===== config.mk =====
export PLATFORM = sky130hd
export DESIGN_NAME = adf4360_spi_rx
export DESIGN_NICKNAME = d
export VERILOG_FILES = /design/src/rtl/adf4360_pkg.sv /design/src/rtl/adf4360_spi_rx_sync_edge.sv /design/src/rtl/adf4360_spi_rx.sv
export SDC_FILE = /design/constraint.sdc
export NUM_CORES = 1
export LEC_CHECK = 0
export CAP_MARGIN = 30
export CORE_MARGIN = 2
export CORE_UTILIZATION = 45
export CTS_BUF_LIST = sky130_fd_sc_hd__clkbuf_2
export DETAILED_ROUTE_END_ITERATION = 16
export GPL_TIMING_DRIVEN = 1
export PLACE_DENSITY_LB_ADDON = 0.2
export SETUP_SLACK_MARGIN = 0.02
export SYNTH_ARGS = -nofsm -noshare
export SYNTH_HDL_FRONTEND = slang
export SYNTH_SLANG_ARGS = --single-unit

===== constraint.sdc =====
create_clock -name clk_i -period 2.7 [get_ports clk_i]
set_clock_uncertainty 0.15 [all_clocks]
set_input_delay 0.54 -clock clk_i [delete_from_list [all_inputs] [get_ports clk_i]]
set_output_delay 0.54 -clock clk_i [all_outputs]
set_load 0.02 [all_outputs]

===== src/rtl/adf4360_pkg.sv =====
// rtl/adf4360_pkg.sv - shared ADF4360 address map, sequence states and word width
package adf4360_pkg;

  localparam int WORD_WIDTH = 24;

  localparam logic [1:0] ADDR_CTRL   = 2'b00;
  localparam logic [1:0] ADDR_R      = 2'b01;
  localparam logic [1:0] ADDR_N      = 2'b10;
  localparam logic [1:0] ADDR_UNUSED = 2'b11;

  typedef enum logic [1:0] {
    SEQ_R    = 2'd0,
    SEQ_C    = 2'd1,
    SEQ_N    = 2'd2,
    SEQ_DONE = 2'd3
  } seq_state_t;

  function automatic logic [15:0] sat_inc16(input logic [15:0] v);
    return (v == 16'hFFFF) ? v : v + 16'd1;
  endfunction

endpackage


===== src/rtl/adf4360_spi_rx_sync_edge.sv =====
// rtl/adf4360_spi_rx_sync_edge.sv - multi-flop synchronizer with rise/fall pulses
module sync_edge #(
  parameter int SYNC_STAGES = 2
) (
  input  logic clk_i,
  input  logic reset_i,
  input  logic din,
  output logic level,
  output logic rise,
  output logic fall
);

  logic [SYNC_STAGES-1:0] stages;
  logic                   hist;

  always_ff @(posedge clk_i) begin
    if (reset_i) begin
      stages <= '0;
      hist   <= 1'b0;
    end else begin
      stages <= {stages[SYNC_STAGES-2:0], din};
      hist   <= stages[SYNC_STAGES-1];
    end
  end

  assign level = stages[SYNC_STAGES-1];
  assign rise  = level & ~hist;
  assign fall  = ~level & hist;

endmodule


===== src/rtl/adf4360_spi_rx.sv =====
// rtl/adf4360_spi_rx.sv - ADF4360 3-wire write receiver with shadow registers
// and power-up sequence checker
module adf4360_spi_rx #(
  parameter int          SYNC_STAGES = 2,
  parameter int          WORD_WIDTH  = 24,
  parameter logic [15:0] MIN_GAP_CYC = 16'd20
) (
  input  logic                  clk_i,
  input  logic                  reset_i,
  input  logic                  sclk_i,
  input  logic                  sdata_i,
  input  logic                  le_i,
  output logic [WORD_WIDTH-1:0] word_o,
  output logic [1:0]            addr_o,
  output logic                  word_valid_o,
  output logic [WORD_WIDTH-1:0] r_reg_o,
  output logic [WORD_WIDTH-1:0] c_reg_o,
  output logic [WORD_WIDTH-1:0] n_reg_o,
  output logic                  frame_err_o,
  output logic                  seq_err_o,
  output logic                  seq_done_o
);
  import adf4360_pkg::*;

  localparam logic [4:0] FULL_CNT = 5'(WORD_WIDTH);

  logic sclk_rise, sclk_level_unused, sclk_fall_unused;
  logic le_level, le_rise, le_fall_unused;
  logic sdata_s, sdata_rise_unused, sdata_fall_unused;

  sync_edge #(.SYNC_STAGES(SYNC_STAGES)) u_sync_sclk (
    .clk_i(clk_i), .reset_i(reset_i), .din(sclk_i),
    .level(sclk_level_unused), .rise(sclk_rise), .fall(sclk_fall_unused)
  );

  sync_edge #(.SYNC_STAGES(SYNC_STAGES)) u_sync_le (
    .clk_i(clk_i), .reset_i(reset_i), .din(le_i),
    .level(le_level), .rise(le_rise), .fall(le_fall_unused)
  );

  sync_edge #(.SYNC_STAGES(SYNC_STAGES)) u_sync_sdata (
    .clk_i(clk_i), .reset_i(reset_i), .din(sdata_i),
    .level(sdata_s), .rise(sdata_rise_unused), .fall(sdata_fall_unused)
  );

  logic [WORD_WIDTH-1:0] shift, shift_nxt, lat_word;
  logic [4:0]            bit_cnt, cnt_nxt;
  logic                  shift_en, lat_ok, lat_err;
  seq_state_t            seq;
  logic [15:0]           gap;

  // An sclk rise coincident with the le rise still shifts: le was low a cycle ago.
  assign shift_en  = sclk_rise & (~le_level | le_rise);
  assign shift_nxt = shift_en ? {shift[WORD_WIDTH-2:0], sdata_s} : shift;
  assign cnt_nxt   = shift_en ? ((bit_cnt == 5'd31) ? bit_cnt : bit_cnt + 5'd1) : bit_cnt;

  always_ff @(posedge clk_i) begin
    if (reset_i) begin
      shift    <= '0;
      bit_cnt  <= '0;
      lat_word <= '0;
      lat_ok   <= 1'b0;
      lat_err  <= 1'b0;
    end else begin
      shift   <= shift_nxt;
      bit_cnt <= cnt_nxt;
      lat_ok  <= 1'b0;
      lat_err <= 1'b0;
      if (le_rise) begin
        bit_cnt <= '0;
        if (cnt_nxt == FULL_CNT) begin
          lat_ok   <= 1'b1;
          lat_word <= shift_nxt;
        end else begin
          lat_err <= 1'b1;
        end
      end
    end
  end

  // Output stage: word, shadows and sequence checker all update together.
  always_ff @(posedge clk_i) begin
    if (reset_i) begin
      word_o       <= '0;
      addr_o       <= '0;
      word_valid_o <= 1'b0;
      r_reg_o      <= '0;
      c_reg_o      <= '0;
      n_reg_o      <= '0;
      frame_err_o  <= 1'b0;
      seq_err_o    <= 1'b0;
      seq_done_o   <= 1'b0;
      seq          <= SEQ_R;
      gap          <= '0;
    end else begin
      word_valid_o <= lat_ok;
      frame_err_o  <= lat_err;
      seq_err_o    <= 1'b0;
      if (seq == SEQ_N) gap <= sat_inc16(gap);
      if (lat_ok) begin
        word_o <= lat_word;
        addr_o <= lat_word[1:0];
        case (lat_word[1:0])
          ADDR_R: begin
            r_reg_o <= lat_word;
            if (seq != SEQ_DONE) seq <= SEQ_C;
          end
          ADDR_CTRL: begin
            c_reg_o <= lat_word;
            case (seq)
              SEQ_R:        seq_err_o <= 1'b1;
              SEQ_C, SEQ_N: begin
                seq <= SEQ_N;
                gap <= '0;
              end
              default: ;
            endcase
          end
          ADDR_N: begin
            n_reg_o <= lat_word;
            case (seq)
              SEQ_R: seq_err_o <= 1'b1;
              SEQ_C: begin
                seq_err_o <= 1'b1;
                seq       <= SEQ_R;
              end
              SEQ_N: begin
                // gap holds cycles since the C latch minus one; count this cycle too.
                if (sat_inc16(gap) >= MIN_GAP_CYC) begin
                  seq        <= SEQ_DONE;
                  seq_done_o <= 1'b1;
                end else begin
                  seq_err_o <= 1'b1;
                  seq       <= SEQ_R;
                end
              end
              default: ;
            endcase
          end
          default: ;
        endcase
      end
    end
  end

endmodule

==> run_results.csv <==
group,metric,value,unit
place,pre_cts_slack,236,ps
yosys,post_synth.cell_area_avg,9.03,um^2
cells_and_area,final_core_utilization,0.558,
sta,worst_slew_margin_rel,0.381,
sta,report.final.setup_viol,0,
die,placementRows,45,
yosys,netlist_area,0.00703,mm^2
grt,grt.overflow.total,0,
sta,grt_setup_unrepaired,"no",
cells_and_area,post_layout_nets,875,
cells_and_area,area_delta_synth_final,21.1,%
die,initial_core_util,0.461,
drt,top_layer_used,"met4",
clocking,clockBufferDepth,2,
die,core_region_area,0.0153,mm^2
pwr,power.ir.vdd_worst,0.404,mV
yosys,synth_xor_xnor_area_share,0.0149,
drt,detailedRoute.firstIterationViolations,376,
yosys,synth_compound_area_frac,0.0856,
yosys,synth_top_family_by_area,"simple AND/OR/NAND/NOR gates",
drt,dr_wl_met3,1.04,mm
drt,dr_wl_met2,7.54,mm
worst_setup_path,end_kind,"register",
yosys,synth.largest_area_cell,"sky130_fd_sc_hd__dfxtp_1",
clocking,clock_latency,720,ps
clocking,root_buffer,"sky130_fd_sc_hd__clkbuf_2",
sta,final_min_period_over_clock_period,0.931,
sta,fin_setup_tns,0,ps
yosys,share_of_synthesized_area_spent_on_multiplexers,0.112,
place,hpwl,11.0,mm
cells_and_area,post_route_cells_drive_above_1_share,0.0662,
die,die-width,129,um
drt,vias,5612,
place,buffer_ports.inserted,106,
sta,achievable-frequency,0.398,GHz
clocking,cts.clk_slew.worst_paths,240,ps
die,dieHeight,129,um
worst_setup_path,worstPathMaxFanout,25,
min_path,min-delay-path-class,"in -> reg",
clocking,clock_sinks,181,
sta,setup_slack,185,ps
sta,layout_min_cycle_time,2510,ps
yosys,netlist.area_leader.share,0.515,
pwr,leakage,0.00298,uW
cells_and_area,insertedDiodeCount,0,
worst_setup_path,worst-endpoint-arrival,2980,ps
grt,number_of_antenna_violations_at_the_first_check_in_global_routing,0,
clocking,cts_setup_buffers,0,
pwr,power_density,499,mW/mm^2
yosys,yosysUniqueCellTypes,52,
drt,wire_length_on_met1,7.57,mm
grt,grt_util_all_layers,0.200,
clocking,h_tree_lvls,4,
die,die_area,0.0166,mm^2
yosys,number_of_enable_flip_flop_cells_after_synthesis,0,
yosys,async_set_or_reset_flop_fraction_in_the_synthesized_netlist,0,
drt,postRouteAntennaNets,0,
worst_setup_path,worstSetupStartpointType,"register",
yosys,postSynthNetCount,791,
yosys,synth.ff_latch_count,181,
yosys,synth_simple_gate_area_share,0.220,
drt,drc,0,
yosys,synth_flop_cell,"sky130_fd_sc_hd__dfxtp_1",
drt,drt_wl_total,16.2,mm
grt,maximum_number_of_pins_on_one_net_before_global_route_repair,40,
outcome,outcome,"finished clean",
sta,finalHoldViolations,0,
yosys,number_of_warnings_issued_by_yosys,0,
flow_run,maxCapViolations,0,
grt,grt_first_pass_wirelength,26.5,mm
yosys,synth_instances,779,
drt,detailedRoute.firstPassIterationCount,8,
clocking,cts_tree,"yes",
worst_setup_path,worstSetupPathType,"reg -> reg",
drt,viasPerCell,5.16,
sta,final_max_slew_viol_count,0,
grt,first_global_vias,5432,
place,gp_congestion,0.843,
yosys,synth_seq_area_share,0.515,
sta,tightestPinTransition,929,ps
worst_setup_path,cp.required,3170,ps
clocking,number_of_buffers_inserted_during_clock_tree_synthesis,17,
yosys,yosys-top-cells-area,"sky130_fd_sc_hd__dfxtp_1 (52%), sky130_fd_sc_hd__nand2_1 (8.0%), sky130_fd_sc_hd__mux2i_1 (7.4%)",
yosys,synth-adder-area-share,0.0125,
drt,routed_wire_length_per_instance,14.9,um
die,ioPinCount,107,
## report_power, final
| group | switching, uW | internal (uW) |
|---|---|---|
| Clock | 998 | 472 |
| Combinational | 58.3 | 27.9 |
| Sequential | 3.82 | 2690 |
## flip-flops by register name, indices dropped and copies added (netlist names), 2 cells and up
name / cells
r_reg_o: 24
u_sync_sclk.stages: 2
u_sync_le.stages: 2
seq: 2
shift: 24
gap: 16
bit_cnt: 5
u_sync_sdata.stages: 2
c_reg_o: 24
word_o: 24
n_reg_o: 24
lat_word: 24
## cell usage in the layout, fill, tap and decap left out, types with 3 or more instances in the layout
cell type / instances
sky130_fd_sc_hd__dfxtp_1: 180
sky130_fd_sc_hd__nand2_1: 150
sky130_fd_sc_hd__clkdlybuf4s50_1: 105
sky130_fd_sc_hd__nor2_1: 80
sky130_fd_sc_hd__a21oi_1: 75
sky130_fd_sc_hd__mux2i_1: 52
sky130_fd_sc_hd__nor2b_1: 36
sky130_fd_sc_hd__mux2_1: 19
sky130_fd_sc_hd__nand3_1: 17
sky130_fd_sc_hd__clkbuf_2: 17
sky130_fd_sc_hd__buf_4: 14
sky130_fd_sc_hd__nand4_1: 8
sky130_fd_sc_hd__xor2_1: 8
sky130_fd_sc_hd__nor3_1: 8
sky130_fd_sc_hd__o21ai_0: 7
sky130_fd_sc_hd__ha_1: 7
sky130_fd_sc_hd__inv_1: 6
sky130_fd_sc_hd__nor3b_1: 6
sky130_fd_sc_hd__nand2b_1: 5
sky130_fd_sc_hd__mux2_2: 5
sky130_fd_sc_hd__and4_1: 4
sky130_fd_sc_hd__and3_1: 4
sky130_fd_sc_hd__xnor2_1: 4
sky130_fd_sc_hd__or3_1: 4
sky130_fd_sc_hd__inv_6: 4
sky130_fd_sc_hd__inv_8: 4
sky130_fd_sc_hd__a211oi_1: 3
sky130_fd_sc_hd__a21o_1: 3
sky130_fd_sc_hd__o22ai_1: 3
## what timing repair did
item,CTS,global route
setup endpoints to repair,0,0
endpoints found under the hold margin,4,0
gates resized for setup,0,0
hold buffers,1,0
## area by class of cell
type                            instances  area, um^2
Clock buffer                           17        85.1
Clock inverter                         15         185
Fill cell                            1374        6750
Inverter                                6        22.5
Multi-Input combinational cell        536        3150
Sequential cell                       181        3620
Tap cell                              211         264
Timing Repair Buffer                  121        1190
## metrics by stage
step / area (um^2) / instances / hold slack, ps / total power (uW)
6_report: 8510 / 1087 / 221 / 4250
2_1_floorplan: 7030 / 779 / 264 / 2800
4_1_cts: 8510 / 1087 / 143 / 4300
5_1_grt: 8510 / 1087 / 129 / 4430
3_3_place_gp: 8230 / 1054 / 268 / 2820
3_5_place_dp: 8230 / 1054 / 272 / 2830
## critical path, stage by stage, from the launching register on
cell	delay, ps
sky130_fd_sc_hd__dfxtp_1	490
sky130_fd_sc_hd__ha_1	270
sky130_fd_sc_hd__nand3_1	120
sky130_fd_sc_hd__o21ai_1	310
sky130_fd_sc_hd__mux2i_1	200
sky130_fd_sc_hd__nor4_4	150
sky130_fd_sc_hd__buf_4	350
sky130_fd_sc_hd__mux2_1	380
## final timing paths
check | slack (ps) | end | cells past startpoint | start
worst min-delay path | 220 | u_sync_le.stages[0] | 2 | le_i
worst max-delay path | 190 | lat_word[8] | 7 | bit_cnt[0]
worst max register to register | 190 | lat_word[8] | 7 | bit_cnt[0]
worst min register to register | 310 | u_sync_sclk.stages[1] | 1 | u_sync_sclk.stages[0]
## routing by layer
metal  track usage  vias up
met5             0        -
met4        0.0460        0
met3        0.0732        7
met2         0.324      130
met1         0.257     2709
li1              -     2766
## logic make-up (layout without fill, tap and decap cells)
group | Yosys count | after routing
compound gates | 106 | 106
fa+ha+maj | 7 | 7
mux | 76 | 76
buf+inv | 62 | 159
simple gates | 335 | 335
flops | 181 | 181
xor+xnor | 12 | 12
## Yosys cell counts, types with 3 or more instances
cell / number
sky130_fd_sc_hd__nor2_1: 80
sky130_fd_sc_hd__mux2_1: 19
sky130_fd_sc_hd__a21o_1: 3
sky130_fd_sc_hd__nand4_1: 8
sky130_fd_sc_hd__buf_2: 9
sky130_fd_sc_hd__nor2b_1: 37
sky130_fd_sc_hd__or3_1: 4
sky130_fd_sc_hd__and3_1: 4
sky130_fd_sc_hd__nand3_1: 17
sky130_fd_sc_hd__mux2i_1: 52
sky130_fd_sc_hd__inv_1: 6
sky130_fd_sc_hd__nor3b_1: 6
sky130_fd_sc_hd__nor3_1: 8
sky130_fd_sc_hd__a211oi_1: 3
sky130_fd_sc_hd__dfxtp_1: 181
sky130_fd_sc_hd__ha_1: 7
sky130_fd_sc_hd__buf_1: 5
sky130_fd_sc_hd__nand2_1: 150
sky130_fd_sc_hd__mux2_2: 5
sky130_fd_sc_hd__xor2_1: 8
sky130_fd_sc_hd__o21ai_0: 7
sky130_fd_sc_hd__nand2b_1: 5
sky130_fd_sc_hd__xnor2_1: 4
sky130_fd_sc_hd__buf_4: 3
sky130_fd_sc_hd__a21oi_1: 75
sky130_fd_sc_hd__and4_1: 4
sky130_fd_sc_hd__o22ai_1: 3
sky130_fd_sc_hd__clkbuf_1: 35
Power figures use the tool's default switching activity.
